===== src/rtl/div_sched.sv =====
// Two-requester round-robin scheduler wrapped around one shared iterative
// restoring signed divider that produces one quotient bit per clock.
module div_sched #(
   parameter int unsigned N = 64
) (
   input  logic         clk_i,
   input  logic         reset_i,
   input  logic         req0_valid_i,
   output logic         req0_ready_o,
   input  logic [N-1:0] req0_dividend_i,
   input  logic [N-1:0] req0_divisor_i,
   input  logic         req1_valid_i,
   output logic         req1_ready_o,
   input  logic [N-1:0] req1_dividend_i,
   input  logic [N-1:0] req1_divisor_i,
   output logic         rsp_valid_o,
   input  logic         rsp_ready_i,
   output logic         rsp_id_o,
   output logic [N-1:0] rsp_quotient_o,
   output logic [N-1:0] rsp_remainder_o,
   output logic         rsp_div_by_zero_o
);

   localparam int unsigned CW = $clog2(N + 1);

   typedef enum logic [2:0] {
      S_IDLE,
      S_LOAD,
      S_RUN,
      S_FIX,
      S_DONE
   } state_t;

   state_t       state_q;
   logic         last_q;
   logic         id_q;
   logic [N-1:0] dvd_q;
   logic [N-1:0] dvs_q;
   logic [N-1:0] quo_q;
   logic [N-1:0] mdvs_q;
   logic [N-1:0] rem_q;
   logic [CW-1:0] cnt_q;
   logic         sgn_quo_q;
   logic         sgn_rem_q;
   logic         dbz_q;

   logic         rsp_valid_q;
   logic         rsp_id_q;
   logic [N-1:0] rsp_quo_q;
   logic [N-1:0] rsp_rem_q;
   logic         rsp_dbz_q;

   logic         idle_c;
   logic         gnt0_c;
   logic         gnt1_c;
   logic [N:0]   rem_sh_d;
   logic [N:0]   trial_d;

   function automatic logic [N-1:0] neg(input logic [N-1:0] x);
      return ~x + N'(1);
   endfunction

   // Magnitude as unsigned; the most negative value maps onto 2^(N-1).
   function automatic logic [N-1:0] mag(input logic [N-1:0] x);
      return x[N-1] ? neg(x) : x;
   endfunction

   // On a tie the requester that was not granted last wins.
   assign idle_c       = (state_q == S_IDLE) && !reset_i;
   assign gnt0_c       = req0_valid_i && (!req1_valid_i || last_q);
   assign gnt1_c       = req1_valid_i && (!req0_valid_i || !last_q);
   assign req0_ready_o = idle_c && gnt0_c;
   assign req1_ready_o = idle_c && gnt1_c;

   // One restoring step: shift in the next dividend bit, then trial-subtract.
   assign rem_sh_d = {rem_q, quo_q[N-1]};
   assign trial_d  = rem_sh_d - {1'b0, mdvs_q};

   always_ff @(posedge clk_i) begin
      if (reset_i) begin
         state_q     <= S_IDLE;
         last_q      <= 1'b1;
         id_q        <= 1'b0;
         dvd_q       <= '0;
         dvs_q       <= '0;
         quo_q       <= '0;
         mdvs_q      <= '0;
         rem_q       <= '0;
         cnt_q       <= '0;
         sgn_quo_q   <= 1'b0;
         sgn_rem_q   <= 1'b0;
         dbz_q       <= 1'b0;
         rsp_valid_q <= 1'b0;
         rsp_id_q    <= 1'b0;
         rsp_quo_q   <= '0;
         rsp_rem_q   <= '0;
         rsp_dbz_q   <= 1'b0;
      end else begin
         case (state_q)
            S_IDLE: begin
               if (gnt0_c || gnt1_c) begin
                  id_q    <= gnt1_c;
                  last_q  <= gnt1_c;
                  dvd_q   <= gnt1_c ? req1_dividend_i : req0_dividend_i;
                  dvs_q   <= gnt1_c ? req1_divisor_i : req0_divisor_i;
                  state_q <= S_LOAD;
               end
            end
            S_LOAD: begin
               sgn_quo_q <= dvd_q[N-1] ^ dvs_q[N-1];
               sgn_rem_q <= dvd_q[N-1];
               quo_q     <= mag(dvd_q);
               mdvs_q    <= mag(dvs_q);
               rem_q     <= '0;
               cnt_q     <= '0;
               dbz_q     <= (dvs_q == '0);
               state_q   <= (dvs_q == '0) ? S_FIX : S_RUN;
            end
            S_RUN: begin
               if (!trial_d[N]) begin
                  rem_q <= trial_d[N-1:0];
                  quo_q <= {quo_q[N-2:0], 1'b1};
               end else begin
                  rem_q <= rem_sh_d[N-1:0];
                  quo_q <= {quo_q[N-2:0], 1'b0};
               end
               cnt_q <= cnt_q + CW'(1);
               if (cnt_q == CW'(N - 1)) begin
                  state_q <= S_FIX;
               end
            end
            S_FIX: begin
               rsp_valid_q <= 1'b1;
               rsp_id_q    <= id_q;
               rsp_dbz_q   <= dbz_q;
               if (dbz_q) begin
                  rsp_quo_q <= '1;
                  rsp_rem_q <= dvd_q;
               end else begin
                  rsp_quo_q <= sgn_quo_q ? neg(quo_q) : quo_q;
                  rsp_rem_q <= sgn_rem_q ? neg(rem_q) : rem_q;
               end
               state_q <= S_DONE;
            end
            S_DONE: begin
               if (rsp_ready_i) begin
                  rsp_valid_q <= 1'b0;
                  state_q     <= S_IDLE;
               end
            end
            default: state_q <= S_IDLE;
         endcase
      end
   end

   assign rsp_valid_o       = rsp_valid_q;
   assign rsp_id_o          = rsp_id_q;
   assign rsp_quotient_o    = rsp_quo_q;
   assign rsp_remainder_o   = rsp_rem_q;
   assign rsp_div_by_zero_o = rsp_dbz_q;

endmodule

===== config.mk =====
export PLATFORM = sky130hd
export DESIGN_NAME = div_sched
export DESIGN_NICKNAME = d
export VERILOG_FILES = /design/src/rtl/div_sched.sv
export SDC_FILE = /design/constraint.sdc
export NUM_CORES = 1
export LEC_CHECK = 0
export ABC_AREA = 0
export CAP_MARGIN = 20
export CORE_MARGIN = 10
export CORE_UTILIZATION = 50
export CTS_CLUSTER_SIZE = 20
export DETAILED_ROUTE_END_ITERATION = 10
export DONT_BUFFER_PORTS = 1
export SLEW_MARGIN = 20
export SYNTH_ARGS = -nofsm -noshare
export SYNTH_HDL_FRONTEND = slang
export SYNTH_SLANG_ARGS = --single-unit

===== constraint.sdc =====
create_clock -name clk_i -period 4.1 [get_ports clk_i]
set_clock_uncertainty 0.2 [all_clocks]
set_input_delay 0.41 -clock clk_i [delete_from_list [all_inputs] [get_ports clk_i]]
set_output_delay 0.41 -clock clk_i [all_outputs]
set_load 0.1 [all_outputs]

==> reports/summary.md, run 1 <==
* 22.7% — layout overhead on the synthesized area
* 11 — r2r worst-path depth
* 394 — Top-Level Pins
* flop — Critical Path Source Type
* 0 ns — setup total negative slack
* 1,671 — initial DRC count
* finished clean — status
* or4_4 > or4_4 > or4_4 > nand2b_4 > buf_4 > o31ai_1 > xor2_1 > o21ai_0 > nand2_1 > a21oi_1 > dlygate4sd3_1 — worst path cell trace
* sky130_fd_sc_hd__dlygate4sd3_1 — Critical Path Slowest Stage Cell
* rsp_remainder_o[33]$_SDFFE_PP0P_ — end of the worst register-to-register path
* reg -> reg — critical path class
* sky130_fd_sc_hd__dfxtp_1, sky130_fd_sc_hd__a211oi_1, sky130_fd_sc_hd__xor2_1 — leading post-synthesis cells by cell area
* 11 — Stages on worst setup path
* 0.63 ns — clock latency at the later pin of the worst-skew pair
* 0 — final hold violation count
* 466 — FF+latch count, synth
* 3,485 — number of instances in the synthesized netlist
* 6 — CP Max Fanout
* 0 — final antenna diode count
* 20.2 um — routed length per placed instance
* sky130_fd_sc_hd__dfxtp_1 — leading cell type by number of instances after synthesis
* 54,000 um^2 — Core Box Area
* 25.0% — tightest slew margin relative to the limit
* 0 — count of input and output buffers
* 25,300 — number of global-route vias before repair
* sky130_fd_sc_hd__or4_4 — most repeated library cell on the critical path
* 0.0485 ns — setup ws final
* 2 — number of H-tree levels
* sky130_fd_sc_hd__dfxtp_1 — top cell type by total area after synthesis
* 64,700 um — post-detailed-placement half-perimeter wirelength
* 0 — number of maximum-capacitance constraint violations
* built — clock tree from TritonCTS
* 3 — clk buf depth
* 4,889 — number of filler cells placed in the layout
* 2 — Crit path buffers/inverters
* yes — unrepaired setup endpoints after global routing
* 334 — pin count of the biggest net entering global routing
* 90,200 um — wire length reported by the detailed router
* 141,000 um — wire length of the first global-routing pass
* 0.60 ns — peak per-stage delay on the critical path
* 27,400 um^2 — post-synth design cell area
* 64,600 um^2 — area enclosed by the die boundary
* 6 — router iterations before antenna repair
* 9340 um^2 — flip-flop and latch area
* 22.4 mW — post-layout power
* req1_valid_i — source of the worst hold timing path
* 34.0% — top-area cell type share of the netlist area
* 466 — TritonCTS sink count
* 4,064 — Post-layout nets
* sky130_fd_sc_hd__clkbuf_16 — Root Driver
* 28,300 um^2 — placed instance area
* 0 — antenna-violating nets left
* 0 — EDFF count, synth
* 26.8% — global-route usage over all layers
* 0 — number of warnings reported in the yosys synthesis log
* 3,816 — Post-Syn Nets
* 247 MHz — maximum clock rate
* 0.0482 ns — Post-Route Hold Slack
* 17,000 um^2 — multi-input combinational cell area
* 26,200 — via count
* 1.12 ns — transition time of the tightest slew-check pin
* 0.951 — Final Wtd Congestion
* in -> reg — kind of path behind the tightest hold check
* 7.87 um^2 — average footprint of a synthesized cell
* flop — type of destination of the critical path
* -0.0602 ns — Setup Slack @ Placement
* 52 — Inserted Clock Buffers
* 4.36 ns — data arrival time of the critical path
* 85 — Cell Rows
* rem_q[8]$_SDFFE_PP0P_ — launch point of the worst reg-to-reg path
* 4.05 ns — time the worst path needs with I/O delays and setup
* sky130_fd_sc_hd__dfxtp_1, sky130_fd_sc_hd__nand2_1, sky130_fd_sc_hd__nor2_1 — leading cell types by count after synthesis
* 0.06 ns — clock transition time at the flip-flop clock pins of the worst setup and hold paths
* simple AND/OR/NAND/NOR gates — Crit path max-delay family
* 0 — max-slew violation count
* 254 um — Vert. Die Dim
* 254 um — die width
* 0.05 ns — reg-to-reg setup timing slack
* 13.6 nW — leakage power total
* 98.8% — Final period util
* 0 — post-detailed-route DRC marker count
* 7.84% — fraction of layout cells with a size suffix above 1
* 0% — fraction of synthesis flops using an asynchronous set or reset pin
* 74 — Distinct cells, synth
* 3 — Hold Path Stages
* 34.0% — sequential cell area fraction in the yosys report
* 33,600 um^2 — post-route cell area
* 0 — antenna violations before repair
* 0 — total gr overflow
* 0 — final number of setup-violating endpoints
* 508 uV — Peak VDD IR
* 5.86 — average via count per standard cell
* state_q[0]$_SDFFE_PP0P_ — worst min-delay path endpoint
* sky130_fd_sc_hd__dfxtp_1 — most used flip-flop cell after synthesis
* 4.41 ns — required time of the critical path
* 665 nW/um^2 — Power Dens Cells
* 50.7% — initial core utilization
## cell usage in the layout (no fill, tap or decap), types with 28 or more instances in the layout
cell                            instances
sky130_fd_sc_hd__nand3_1               32
sky130_fd_sc_hd__o31ai_1               77
sky130_fd_sc_hd__o41ai_1               30
sky130_fd_sc_hd__mux2i_1              139
sky130_fd_sc_hd__inv_1                 89
sky130_fd_sc_hd__a211oi_1             248
sky130_fd_sc_hd__a21o_1                47
sky130_fd_sc_hd__dlygate4sd3_1        328
sky130_fd_sc_hd__clkbuf_16             53
sky130_fd_sc_hd__o21ai_0              235
sky130_fd_sc_hd__buf_4                107
sky130_fd_sc_hd__xor2_1               189
sky130_fd_sc_hd__nor2_1               374
sky130_fd_sc_hd__a21oi_1              238
sky130_fd_sc_hd__or4_1                 28
sky130_fd_sc_hd__or3_1                 29
sky130_fd_sc_hd__ha_1                  69
sky130_fd_sc_hd__nand2_1              427
sky130_fd_sc_hd__dfxtp_1              459
sky130_fd_sc_hd__xnor2_1              113
sky130_fd_sc_hd__nor3_1                46
sky130_fd_sc_hd__a22oi_1               70
## how the worst max path moves through the flow
stage	start	to	slack, ns
3_3_place_gp	quo_q[7]$_SDFFE_PP0P_	rsp_quotient_o[63]$_SDFFE_PP0P_	0.05
5_1_grt	rem_q[8]$_SDFFE_PP0P_	rsp_remainder_o[33]$_SDFFE_PP0P_	-0.13
2_1_floorplan	quo_q[63]$_SDFFE_PP0P_	quo_q[0]$_SDFFE_PP0P_	0.36
4_1_cts	quo_q[7]$_SDFFE_PP0P_	rsp_quotient_o[63]$_SDFFE_PP0P_	0.000003
3_5_place_dp	mdvs_q[2]$_SDFFE_PP0P_	rem_q[49]$_SDFFE_PP0P_	-0.06
6_report	rem_q[8]$_SDFFE_PP0P_	rsp_remainder_o[33]$_SDFFE_PP0P_	0.05
## logic make-up (layout without fill, tap and decap cells)
| group | after synthesis | after routing | share of synthesized area, % |
|---|---|---|---|
| AOI/OAI and AO/OA | 1069 | 1069 | 25.2 |
| xor gates and xnor gates | 305 | 305 | 9.74 |
| adders and majority gates | 70 | 70 | 3.22 |
| buffers and inverters | 341 | 633 | 5.03 |
| DFF | 466 | 466 | 34.0 |
| muxes | 140 | 140 | 5.12 |
| and+or+nand+nor | 1094 | 1094 | 17.7 |
## power by group
part / switching (mW) / internal [mW] / total, mW / leakage, nW
Sequential: 1.94 / 5.41 / 7.35 / 3.81
Combinational: 5.62 / 4.48 / 10.1 / 8.90
Clock: 2.00 / 2.92 / 4.93 / 0.886
Total: 9.57 / 12.8 / 22.4 / 13.6
## timing repair
| action | in CTS | in global routing |
|---|---|---|
| pin swaps | 0 | 5 |
| gates resized for setup | 2 | 48 |
| hold buffers | 329 | 0 |
| endpoints found under the hold margin | 402 | 0 |
| setup buffers | 0 | 2 |
| endpoints found under the setup margin | 16 | 97 |
## state kept, by name, summed over array words and instances (netlist names), 3 cells and up
name             count
cnt_q                7
dvd_q               64
dvs_q               64
mdvs_q              64
quo_q               64
rem_q               64
rsp_quotient_o      64
rsp_remainder_o     64
state_q              3
## tightest hold or removal path: stages
cell                       delay (ns)
sky130_fd_sc_hd__nor2_1          0.19
sky130_fd_sc_hd__a2111o_1        0.18
sky130_fd_sc_hd__a21oi_1         0.04
## metrics by stage
step	util (%)	instances
after global routing	62.3	4473
after floorplan	-	3485
after CTS	61.9	4471
final	62.3	4473
after detailed placement	52.4	4044
after global placement	52.4	4044
## final cells by class
cell class | count | share of cell area [%]
multi-input combinational | 2678 | 50.5
sequential | 466 | 27.8
timing repair buffer | 446 | 12.8
clock buffer | 79 | 4.59
tap | 696 | 2.59
inverter | 89 | 0.993
clock inverter | 19 | 0.759
## routing by layer
| metal | routed length, um | up-vias | track usage, % |
|---|---|---|---|
| li1 | - | 13000 | - |
| met1 | 39700 | 12300 | 35.0 |
| met2 | 41800 | 756 | 44.2 |
| met3 | 5840 | 130 | 4.30 |
| met4 | 2850 | 0 | 9.44 |
| met5 | 0 | - | 0 |
Power figures use the tool's default switching activity.
==> run 2: changes to the inputs <==
- CORE_MARGIN: 10 -> not set
==> reports/summary.md, run 2 (synthesized netlist as in run 1, its figures left out) <==
* finished clean — status
* 466 — TritonCTS sink count
* flop — type of destination of the critical path
* 85 — Cell Rows
* 0 — total gr overflow
* 0 — max-slew violation count
* 4,011 — Post-layout nets
* 0 — final antenna diode count
* 4,418 — final standard cell count with taps included and fillers excluded
* sky130_fd_sc_hd__dfxtp_1 — most common cell after layout, fill and taps aside
* 0 — count of input and output buffers
* 394 — Top-Level Pins
* sky130_fd_sc_hd__clkbuf_16 — Root Driver
* 29.7% — global-route usage over all layers
* 0 ns — setup total negative slack
* 0.902 — Final Wtd Congestion
* 26,100 — via count
* 24,600 — number of global-route vias before repair
* 236 um — Vert. Die Dim
* 0.56 ns — peak per-stage delay on the critical path
* sky130_fd_sc_hd__dlygate4sd3_1 — Critical Path Slowest Stage Cell
* 0 — antenna-violating nets left
* 0 — post-detailed-route DRC marker count
* 7.93% — fraction of layout cells with a size suffix above 1
* 0.09 ns — reg-to-reg setup timing slack
* 135,000 um — wire length of the first global-routing pass
* 50.7% — initial core utilization
* 2 — number of H-tree levels
* flop — Critical Path Source Type
* 3 — clk buf depth
* 0.63 ns — clock latency at the later pin of the worst-skew pair
* 4.40 ns — required time of the critical path
* 5 — router iterations before antenna repair
* 4.01 ns — time the worst path needs with I/O delays and setup
* 207 — pin count of the biggest net entering global routing
* 60,000 um — post-detailed-placement half-perimeter wirelength
* 1,690 — initial DRC count
* 21.7% — tightest slew margin relative to the limit
* 97.9% — Final period util
* reg -> reg — critical path class
* 19.4 um — routed length per placed instance
* built — clock tree from TritonCTS
* 0.06 ns — clock transition time at the flip-flop clock pins of the worst setup and hold paths
* 0 — antenna violations before repair
* or4_4 > or4_4 > or4_4 > nand2b_1 > or2_2 > o41ai_2 > xor2_1 > o21ai_0 > nand2_1 > a21oi_1 > dlygate4sd3_1 — worst path cell trace
* 54,000 um^2 — Core Box Area
* in -> reg — kind of path behind the tightest hold check
* 1.17 ns — transition time of the tightest slew-check pin
* 85,900 um — wire length reported by the detailed router
* yes — unrepaired setup endpoints after global routing
* 55,800 um^2 — area enclosed by the die boundary
* 4.31 ns — data arrival time of the critical path
* 13.1 nW — leakage power total
* 4,037 — # placed instances
* 0 — final number of setup-violating endpoints
* sky130_fd_sc_hd__dfxtp_1, sky130_fd_sc_hd__nand2_1, sky130_fd_sc_hd__nor2_1, sky130_fd_sc_hd__dlygate4sd3_1, sky130_fd_sc_hd__a211oi_1 — commonest cells after routing, fill and taps aside
* 52 — Inserted Clock Buffers
* 249 MHz — maximum clock rate
* 4,846 — number of filler cells placed in the layout
* sky130_fd_sc_hd__or4_4 — most repeated library cell on the critical path
* 20.9% — layout overhead on the synthesized area
* 0 — number of maximum-capacitance constraint violations
* 236 um — die width
* 5.91 — average via count per standard cell
* 0 — final hold violation count
* 5 — CP Max Fanout
* 489 uV — Peak VDD IR
* 665 nW/um^2 — Power Dens Cells
[run 2: changes by cell type in the layout (fill, tap and decap cells not counted), moves of 2 or more]
cell	before	now
sky130_fd_sc_hd__dlygate4sd3_1	328	282
sky130_fd_sc_hd__buf_4	107	99
sky130_fd_sc_hd__clkbuf_1	14	10
sky130_fd_sc_hd__clkbuf_8	12	9
sky130_fd_sc_hd__o31ai_1	77	74
sky130_fd_sc_hd__clkinv_4	0	2
sky130_fd_sc_hd__nand2_1	427	429
sky130_fd_sc_hd__nand2_2	3	1
sky130_fd_sc_hd__nor2_1	374	372
sky130_fd_sc_hd__nor2_2	0	2
sky130_fd_sc_hd__o21ai_0	235	237
sky130_fd_sc_hd__o21ai_1	9	7
sky130_fd_sc_hd__o31ai_2	2	4
[run 2: final cells by class]
class | instances | area, um^2 | share of cell area [%]
multi-input cells | 2678 | 17000 | 51.3
repair buffers | 393 | 3810 | 11.5
clock buffers | 71 | 1460 | 4.41
well taps | 696 | 871 | 2.63
inverters | 89 | 334 | 1.01
clock inverters | 25 | 320 | 0.967
flip-flops and latches | 466 | 9350 | 28.2
[run 2: path summary, 6_finish.rpt]
path                      startpoint                          endpoint  cells past startpoint
max            rem_q[8]$_SDFFE_PP0P_  rsp_remainder_o[56]$_SDFFE_PP0P_                     11
min              req0_dividend_i[43]            dvd_q[43]$_SDFFE_PP0P_                      2
max reg2reg    rem_q[8]$_SDFFE_PP0P_  rsp_remainder_o[56]$_SDFFE_PP0P_                     11
min reg2reg  mdvs_q[60]$_SDFFE_PP0P_           mdvs_q[60]$_SDFFE_PP0P_                      2
[run 2: timing repair]
item / 4_1_cts / 5_1_grt
gates resized for setup: 0 / 52
endpoints found under the hold margin: 402 / 0
endpoints found under the setup margin: 0 / 95
hold buffers: 283 / 0
buffers inserted: 0 / 1
[run 2: layer usage]
layer	part of all wire (%)	up-vias	track usage, %
met5	0	-	0
met4	3.2	0	10.1
met3	5.5	161	4.13
met2	46	805	48.9
met1	46	12300	40.0
li1	-	12900	-
[run 2: report_power, final]
group	switching (mW)	internal, mW	total [mW]
combinational	5.60	4.21	9.80
clock	2.00	2.89	4.89
sequential	1.94	5.41	7.35
[run 2: worst max-delay path: cells and delay by family (launching register included)]
family	cells	cell delay, ns
buffers and inverters	1	0.56
AND/OR/NAND/NOR	6	2.19
AO/OA/AOI/OAI	3	0.45
flip-flops	1	0.31
XOR/XNOR	1	0.19
[run 2: per-stage QoR]
step / instance area [um^2] / total power, mW / hold slack (ns) / setup slack, ns / utilization [%]
2_1_floorplan: 27400 / 13.7 / 0.227 / 0.355 / -
3_3_place_gp: 28200 / 16.0 / 0.230 / 0.123 / 52.3
3_5_place_dp: 28200 / 16.2 / 0.238 / 0.0706 / 52.3
4_1_cts: 32900 / 21.8 / 0.000109 / 0.0253 / 60.9
5_1_grt: 33100 / 23.5 / 0.0447 / -0.0167 / 61.3
6_report: 33100 / 22.0 / 0.0386 / 0.0866 / 61.3
==> run 3: changes to the inputs <==
- CAP_MARGIN: 20 -> not set
==> results of run 3 <==
Final layout, timing and power as in run 2 (identical DEF).
